## src/rtl/regfile_wr_demux_pkg.sv

```systemverilog
// Shared constants and types for the register bank and its write-select demux.
// Build option: REGFILE_BYPASS_EN enables write-through forwarding on the read ports.
package regfile_pkg;

  localparam int DATA_W   = 32;
  localparam int ADDR_W   = 5;
  localparam int NUM_REGS = 32;

  typedef logic [DATA_W-1:0] word_t;
  typedef logic [ADDR_W-1:0] reg_addr_t;

  localparam reg_addr_t REG_ZERO = reg_addr_t'(0);
  localparam reg_addr_t REG_SP   = reg_addr_t'(29);
  localparam word_t     SP_INIT  = 32'h0000_00E3;

endpackage

```

## src/rtl/regfile_wr_demux_if.sv

```systemverilog
// Register-bank access bundle: one write port, two read ports and the write trace.
interface regfile_wr_demux_if;
  import regfile_pkg::*;

  logic                wr_en;
  reg_addr_t           wr_addr;
  word_t               wr_data;
  reg_addr_t           rd_addr_a;
  reg_addr_t           rd_addr_b;
  word_t               rd_data_a;
  word_t               rd_data_b;
  logic [NUM_REGS-1:0] wr_onehot;

  modport master (
    output wr_en, wr_addr, wr_data, rd_addr_a, rd_addr_b,
    input  rd_data_a, rd_data_b, wr_onehot
  );

  modport slave (
    input  wr_en, wr_addr, wr_data, rd_addr_a, rd_addr_b,
    output rd_data_a, rd_data_b, wr_onehot
  );

endinterface

```

## src/rtl/regfile_wr_demux_wr_addr_decoder.sv

```systemverilog
// Enabled index-to-one-hot decoder; bit 0 never asserts and out-of-range indices decode to nothing.
module wr_addr_decoder #(
  parameter int ADDR_W   = 5,
  parameter int NUM_REGS = 32
) (
  input  logic                en,
  input  logic [ADDR_W-1:0]   addr,
  output logic [NUM_REGS-1:0] dec
);

  always_comb begin
    dec = '0;
    for (int i = 1; i < NUM_REGS; i++) begin
      dec[i] = en && (addr == ADDR_W'(i));
    end
  end

endmodule

```

## src/rtl/regfile_wr_demux.sv

```systemverilog
// 32x32 register bank with one-hot write demux, two combinational read ports, r0 tied to zero.
// Build option: REGFILE_BYPASS_EN forwards same-cycle write data to matching read ports.
module regfile_wr_demux
  import regfile_pkg::*;
(
  input  logic              clk,
  input  logic              reset,
  regfile_wr_demux_if.slave bus
);

  logic [NUM_REGS-1:0] dec;
  logic [NUM_REGS-1:0] onehot_q;
  word_t               regs [NUM_REGS];

  wr_addr_decoder #(
    .ADDR_W   (ADDR_W),
    .NUM_REGS (NUM_REGS)
  ) u_wr_dec (
    .en   (bus.wr_en),
    .addr (bus.wr_addr),
    .dec  (dec)
  );

  always_ff @(posedge clk or posedge reset) begin
    if (reset) begin
      for (int i = 0; i < NUM_REGS; i++) begin
        regs[i] <= '0;
      end
      regs[REG_SP] <= SP_INIT;
      onehot_q     <= '0;
    end else begin
      for (int i = 0; i < NUM_REGS; i++) begin
        if (dec[i]) regs[i] <= bus.wr_data;
      end
      onehot_q <= dec;
    end
  end

  assign bus.wr_onehot = onehot_q;

  function automatic word_t read_port(input reg_addr_t ra);
    word_t val;
    val = (ra == REG_ZERO) ? '0 : regs[ra];
`ifdef REGFILE_BYPASS_EN
    // Forward the in-flight write so decode sees it without a stall.
    if (bus.wr_en && (bus.wr_addr != REG_ZERO) && (ra == bus.wr_addr)) val = bus.wr_data;
`endif
    return val;
  endfunction

  assign bus.rd_data_a = read_port(bus.rd_addr_a);
  assign bus.rd_data_b = read_port(bus.rd_addr_b);

endmodule

```

## src/flat_wrapper.sv

```systemverilog
// flat-port wrapper written by rule: the top's interface ports become plain ports
module regfile_wr_demux_flat import regfile_pkg::*;
  (clk, reset, bus_wr_en, bus_wr_addr, bus_wr_data, bus_rd_addr_a, bus_rd_addr_b, bus_rd_data_a, bus_rd_data_b, bus_wr_onehot);
  regfile_wr_demux_if bus_i ();
  input  logic clk;
  input  logic reset;
  input wire logic [$bits(bus_i.wr_en)-1:0] bus_wr_en;
  input wire logic [$bits(bus_i.wr_addr)-1:0] bus_wr_addr;
  input wire logic [$bits(bus_i.wr_data)-1:0] bus_wr_data;
  input wire logic [$bits(bus_i.rd_addr_a)-1:0] bus_rd_addr_a;
  input wire logic [$bits(bus_i.rd_addr_b)-1:0] bus_rd_addr_b;
  output wire logic [$bits(bus_i.rd_data_a)-1:0] bus_rd_data_a;
  output wire logic [$bits(bus_i.rd_data_b)-1:0] bus_rd_data_b;
  output wire logic [$bits(bus_i.wr_onehot)-1:0] bus_wr_onehot;
  assign bus_i.wr_en = bus_wr_en;
  assign bus_i.wr_addr = bus_wr_addr;
  assign bus_i.wr_data = bus_wr_data;
  assign bus_i.rd_addr_a = bus_rd_addr_a;
  assign bus_i.rd_addr_b = bus_rd_addr_b;
  assign bus_rd_data_a = bus_i.rd_data_a;
  assign bus_rd_data_b = bus_i.rd_data_b;
  assign bus_wr_onehot = bus_i.wr_onehot;
  regfile_wr_demux u_core (.clk(clk), .reset(reset), .bus(bus_i));
endmodule
```

## config.mk

```make
export PLATFORM = sky130hd
export DESIGN_NAME = regfile_wr_demux_flat
export DESIGN_NICKNAME = d
export VERILOG_FILES = /design/src/rtl/regfile_wr_demux_pkg.sv /design/src/rtl/regfile_wr_demux_if.sv /design/src/rtl/regfile_wr_demux_wr_addr_decoder.sv /design/src/rtl/regfile_wr_demux.sv /design/src/flat_wrapper.sv
export SDC_FILE = /design/constraint.sdc
export NUM_CORES = 2
export LEC_CHECK = 0
export ABC_CLOCK_PERIOD_IN_PS = 45000
export BUFFER_PORTS_ARGS = -buffer_cell sky130_fd_sc_hd__buf_4
export CORE_ASPECT_RATIO = 0.75
export CORE_MARGIN = 5
export CORE_UTILIZATION = 55
export CTS_CLUSTER_DIAMETER = 150
export DETAILED_ROUTE_END_ITERATION = 10
export PLACE_DENSITY = 0.72
export SLEW_MARGIN = 20
export SYNTH_ARGS = -nofsm -noshare
export SYNTH_HDL_FRONTEND = slang
export SYNTH_SLANG_ARGS = --single-unit
export TNS_END_PERCENT = 5
```

## constraint.sdc

```tcl
create_clock -name clk -period 45 [get_ports clk]
set_input_delay 0 -clock clk [delete_from_list [all_inputs] [get_ports clk]]
set_output_delay 0 -clock clk [all_outputs]
set_load 0.02 [all_outputs]
```

==> results summary <==
The endpoint arrival time on the critical path came out at 5.60 ns. The hold violation total from the final report is 0. Of all flip-flops after synthesis, the portion carrying an async set or reset was 100.0%. The footprint of the multi-input gates came out at 26650 µm². The register-to-register path setup slack came out at 44.18 ns. After Yosys synthesis, and, or, nand and nor cells account for 2.959% of the synthesized area. Setup repair after global routing left no endpoint under its margin. The startpoint identified for the worst register-to-register timing path is u_core.regs[600]. Clock tree synthesis selected as its root buffer the cell sky130_fd_sc_hd__clkbuf_16. For this run, the total global-route usage over all layers was measured as 32.91%. The end of the critical path is bus_rd_data_a[10].

The sequential cell area is 25610 µm². The setup slack at placement came out at 39.55 ns. STA classifies the critical path startpoint as an input pin. The number of nets still failing antenna checks after routing is 0. Yosys printed 0 warnings. The peak supply drop came out at 0.03233 mV. The worst register-to-register path has a depth of 1.

In the synthesized netlist the dominant register cell turns out to be sky130_fd_sc_hd__dfrtp_1. The number of DRC markers in iteration 0 came out at 4302. Measured against its own limit, the worst slew margin works out to 19.20%. The slowest stage of the critical path belongs to the cell sky130_fd_sc_hd__buf_4.

The largest area contributor in the synthesized netlist is sky130_fd_sc_hd__dfrtp_1. The largest net degree at the start of global routing is 180. Setup violations remaining at the end of the flow were counted as 0.

The final RePlAce weighted congestion came out at 0.8533. By area, the combinational part of the netlist is dominated by multiplexers. The critical path contains buffers and inverters numbering 6 combined. In this run the count of I/O pins placed on the die edge is 146. The HPWL reported at the end of detailed placement came out at 99.56 mm. The TritonCTS clock tree is done. Of the total synthesized cell area, the portion taken by XOR and XNOR cells is 0%. The fraction of layout cells with a size suffix above 1 is 39.79%. The first-pass iteration count of the detailed router came out at 8. The most critical setup path has its startpoint at bus_rd_addr_a[0]. From bottom edge to top edge, the die measures 281.3 µm.

The average routed wire per standard cell came out at 31.93 µm. The clock drives 1023 sinks. Clock-pin slew was measured on the worst setup and hold paths at 0.06 ns.

The post-layout total power came out at 2.668 mW. The area of the core came out at 97360 µm². The number of max-slew violations in the final report came to 0. The post-route clock skew is 0 ns.

Using the TritonRoute via totals, the vias-per-cell ratio works out to 6.934. The number of placement rows is 99. The fraction of the mapped netlist area in compound gates came out at 6.665%.

The leakage power came out at 27.13 nW. The synthesized area is 53990 µm². The die span in x came out at 371.8 µm. The worst path setup slack after routing came out at 39.40 ns. After Yosys synthesis, full adders, half adders and majority gates account for 0% of the synthesized area.

In this run the worst hold path is classified as input pin to register. Timing would allow up to 178.5 MHz. The number of buffer cells added on primary ports came out at 144. In this run the mean area of a mapped cell was 13.13 µm².

The insertion delay of the later-clocked pin in the worst-skew pair is 0.68 ns. The global-route wire length before repair is 256.3 mm. In this run the number of cells on the critical path is 10. The layout has 7641 filler cells. By area the synthesized netlist is led by sky130_fd_sc_hd__dfrtp_1 47%, sky130_fd_sc_hd__mux2_2 22%, sky130_fd_sc_hd__mux2i_1 12%. After the last flow step, the layout net total stands at 4093. On the critical path the largest part of the delay comes from buffers and inverters. For this run the aggregate overflow at the end of global routing stands at 0.

The relative area change from synthesis to final layout came out at 10.48%. Counting stages on the worst path, the most repeated cell is sky130_fd_sc_hd__buf_4. The count of flip-flops with a built-in enable after synthesis is 0. In this run the deepest clock path goes through 3 buffers. The data required time at the worst endpoint came out at 45.00 ns. The via count of the first global-routing pass came out at 37324. The total negative setup slack came out at 0 ns.

Yosys mapped the design onto 36 distinct sky130hd cell types. The aggregate routed wire length came out at 173.9 mm. The transition time of the tightest slew-check pin came out at 1.203 ns. The sequential-to-total area share from yosys stat came out at 47.43%. The clock period could shrink to 5.603 ns. The number of max-capacitance violations reported is 0.

The worst flop-to-flop path endpoint is u_core.regs[600]. The post-route fraction of the period consumed by the critical path came out at 12.45%. The maximum cell stage delay along the critical path is 0.92 ns. The mux contribution to synthesized area came out at 39.24%. For this design the ratio of total power to cell area is 44.73 nW/µm². The number of design rule violations left after detail routing is 0. The synthesis-stage register bit count is 1023. The share of Yosys cell area claimed by the top area cell type is 47.18%. The classification of the worst setup path is input pin to output pin.

The maximum level of the CTS H-tree came out at 3. The number of gates resized after CTS came out at 0. The cell count after synthesis came out at 4113. The run finished with clean final reports. The number of buffers added by the clock tree synthesis step came out at 101. The worst setup path is captured at an output pin.

The area of the die is 104600 µm². The total number of vias came out at 37767. The initial core utilization is 55.45%.

The signal on the critical path passes through buf_8 -> buf_4 -> buf_4 -> buf_12 -> buf_4 -> mux4_2 -> nor2b_1 -> a211oi_1 -> nor4_1 -> buf_4. The maximum fanout along the worst path came out at 100. The number of antenna violations at the first check in global routing is 13. Synthesis produced a netlist with a net count of 4163.
cells in the mapped netlist, drive strengths merged (5+ instances only):
cell and count:
nor2b 43, mux2 1056, nor3 161, nand2b 10, o22ai 256, a22oi 64
nor2 13, clkbuf 238, nor4 32, a31oi 31, a21oi 32, buf 200
a22o 31, inv 18, mux4 129, dfrtp 1018, nand3 6, nand2 17
dfstp 5, a221o 63, mux2i 638, a211oi 34
power breakdown:
part	switching (mW)	internal [mW]	leakage (nW)
Sequential	0.134	1.10	13.1
Combinational	0.247	0.292	12.3
Clock	0.382	0.517	1.70
registers in the layout (all words and copies together), names as in the netlist:
signal                cells
u_core.regs             992
u_core.bus.wr_onehot     31
placed cells by master, fill, tap and decap left out, types with 5 or more instances in the layout:
cell type,instances
sky130_fd_sc_hd__nand2_2,13
sky130_fd_sc_hd__clkinvlp_4,7
sky130_fd_sc_hd__dlygate4sd3_1,36
sky130_fd_sc_hd__a22o_1,31
sky130_fd_sc_hd__nor2_4,12
sky130_fd_sc_hd__mux4_2,129
sky130_fd_sc_hd__clkinv_4,5
sky130_fd_sc_hd__clkbuf_8,14
sky130_fd_sc_hd__buf_4,219
sky130_fd_sc_hd__diode_2,7
sky130_fd_sc_hd__dfstp_2,5
sky130_fd_sc_hd__a211oi_1,34
sky130_fd_sc_hd__nor3_1,160
sky130_fd_sc_hd__inv_1,17
sky130_fd_sc_hd__a22oi_1,64
sky130_fd_sc_hd__a31oi_1,31
sky130_fd_sc_hd__a221o_1,63
sky130_fd_sc_hd__mux2i_1,638
sky130_fd_sc_hd__clkinv_2,22
sky130_fd_sc_hd__nor4_1,30
sky130_fd_sc_hd__a21oi_1,32
sky130_fd_sc_hd__mux2_2,1055
sky130_fd_sc_hd__bufinv_16,12
sky130_fd_sc_hd__o22ai_1,256
sky130_fd_sc_hd__clkbuf_1,19
sky130_fd_sc_hd__nor2b_4,5
sky130_fd_sc_hd__dfrtp_1,1018
sky130_fd_sc_hd__clkbuf_16,104
sky130_fd_sc_hd__nor2b_1,38
routing by layer:
layer  GRT usage, %  vias to the layer above  share of wire (%)
met2          46.59                     1998                 42
met4          11.44                       12                3.8
met1          48.82                    19859                 42
li1               -                    15485                  -
met3          9.409                      413                 11
met5              0                        -              0.039
cells by family after synthesis:
group | after synthesis
buf+inv | 456
simple gates | 298
compound gates | 512
mux | 1823
flops | 1023
other cells | 1
stage by stage:
| step | util, % | hold slack, ns | cells | instance area [µm²] |
|---|---|---|---|---|
| after floorplan | - | 0.1516 | 4113 | 53990 |
| after global placement | 57.26 | 0.1542 | 5216 | 55750 |
| after detailed placement | 57.26 | 0.1538 | 5216 | 55750 |
| after CTS | 61.20 | 0.0007361 | 5439 | 59590 |
| after global routing | 61.24 | 0.03276 | 5440 | 59630 |
| final | 61.26 | 0.02438 | 5447 | 59650 |
cell type report:
type,instances,share of cell area (%)
Clock buffer,137,4.806
Tap cell,1313,2.754
Antenna cell,7,0.02937
Sequential cell,1023,42.93
Inverter,18,0.1259
Timing Repair Buffer,265,3.648
Multi-Input combinational cell,2634,44.69
Clock inverter,50,1.022
how the worst min path moves through the flow:
stage                              start                        to  slack (ns)  cells past startpoint
after global routing      bus_wr_addr[1]  u_core.bus.wr_onehot[11]        0.03                      3
after floorplan           bus_wr_data[0]          u_core.regs[544]        0.15                      1
after CTS                 bus_wr_addr[1]  u_core.bus.wr_onehot[12]      0.0007                      4
after detailed placement           reset  u_core.bus.wr_onehot[12]        0.15                      2
after global placement             reset   u_core.bus.wr_onehot[8]        0.15                      2
final                     bus_wr_addr[1]  u_core.bus.wr_onehot[12]        0.02                      4
tightest hold or removal path: stages:
cell and delay [ns]:
sky130_fd_sc_hd__buf_4 0.13, sky130_fd_sc_hd__nor3b_2 0.07, sky130_fd_sc_hd__nand3_2 0.34, sky130_fd_sc_hd__inv_1 0.08
repair_timing:
action | 4_1_cts | 5_1_grt
setup buffers | 0 | 0
hold buffers | 36 | 0
endpoints found under the hold margin | 1087 | 0
Power figures use the tool's default switching activity.
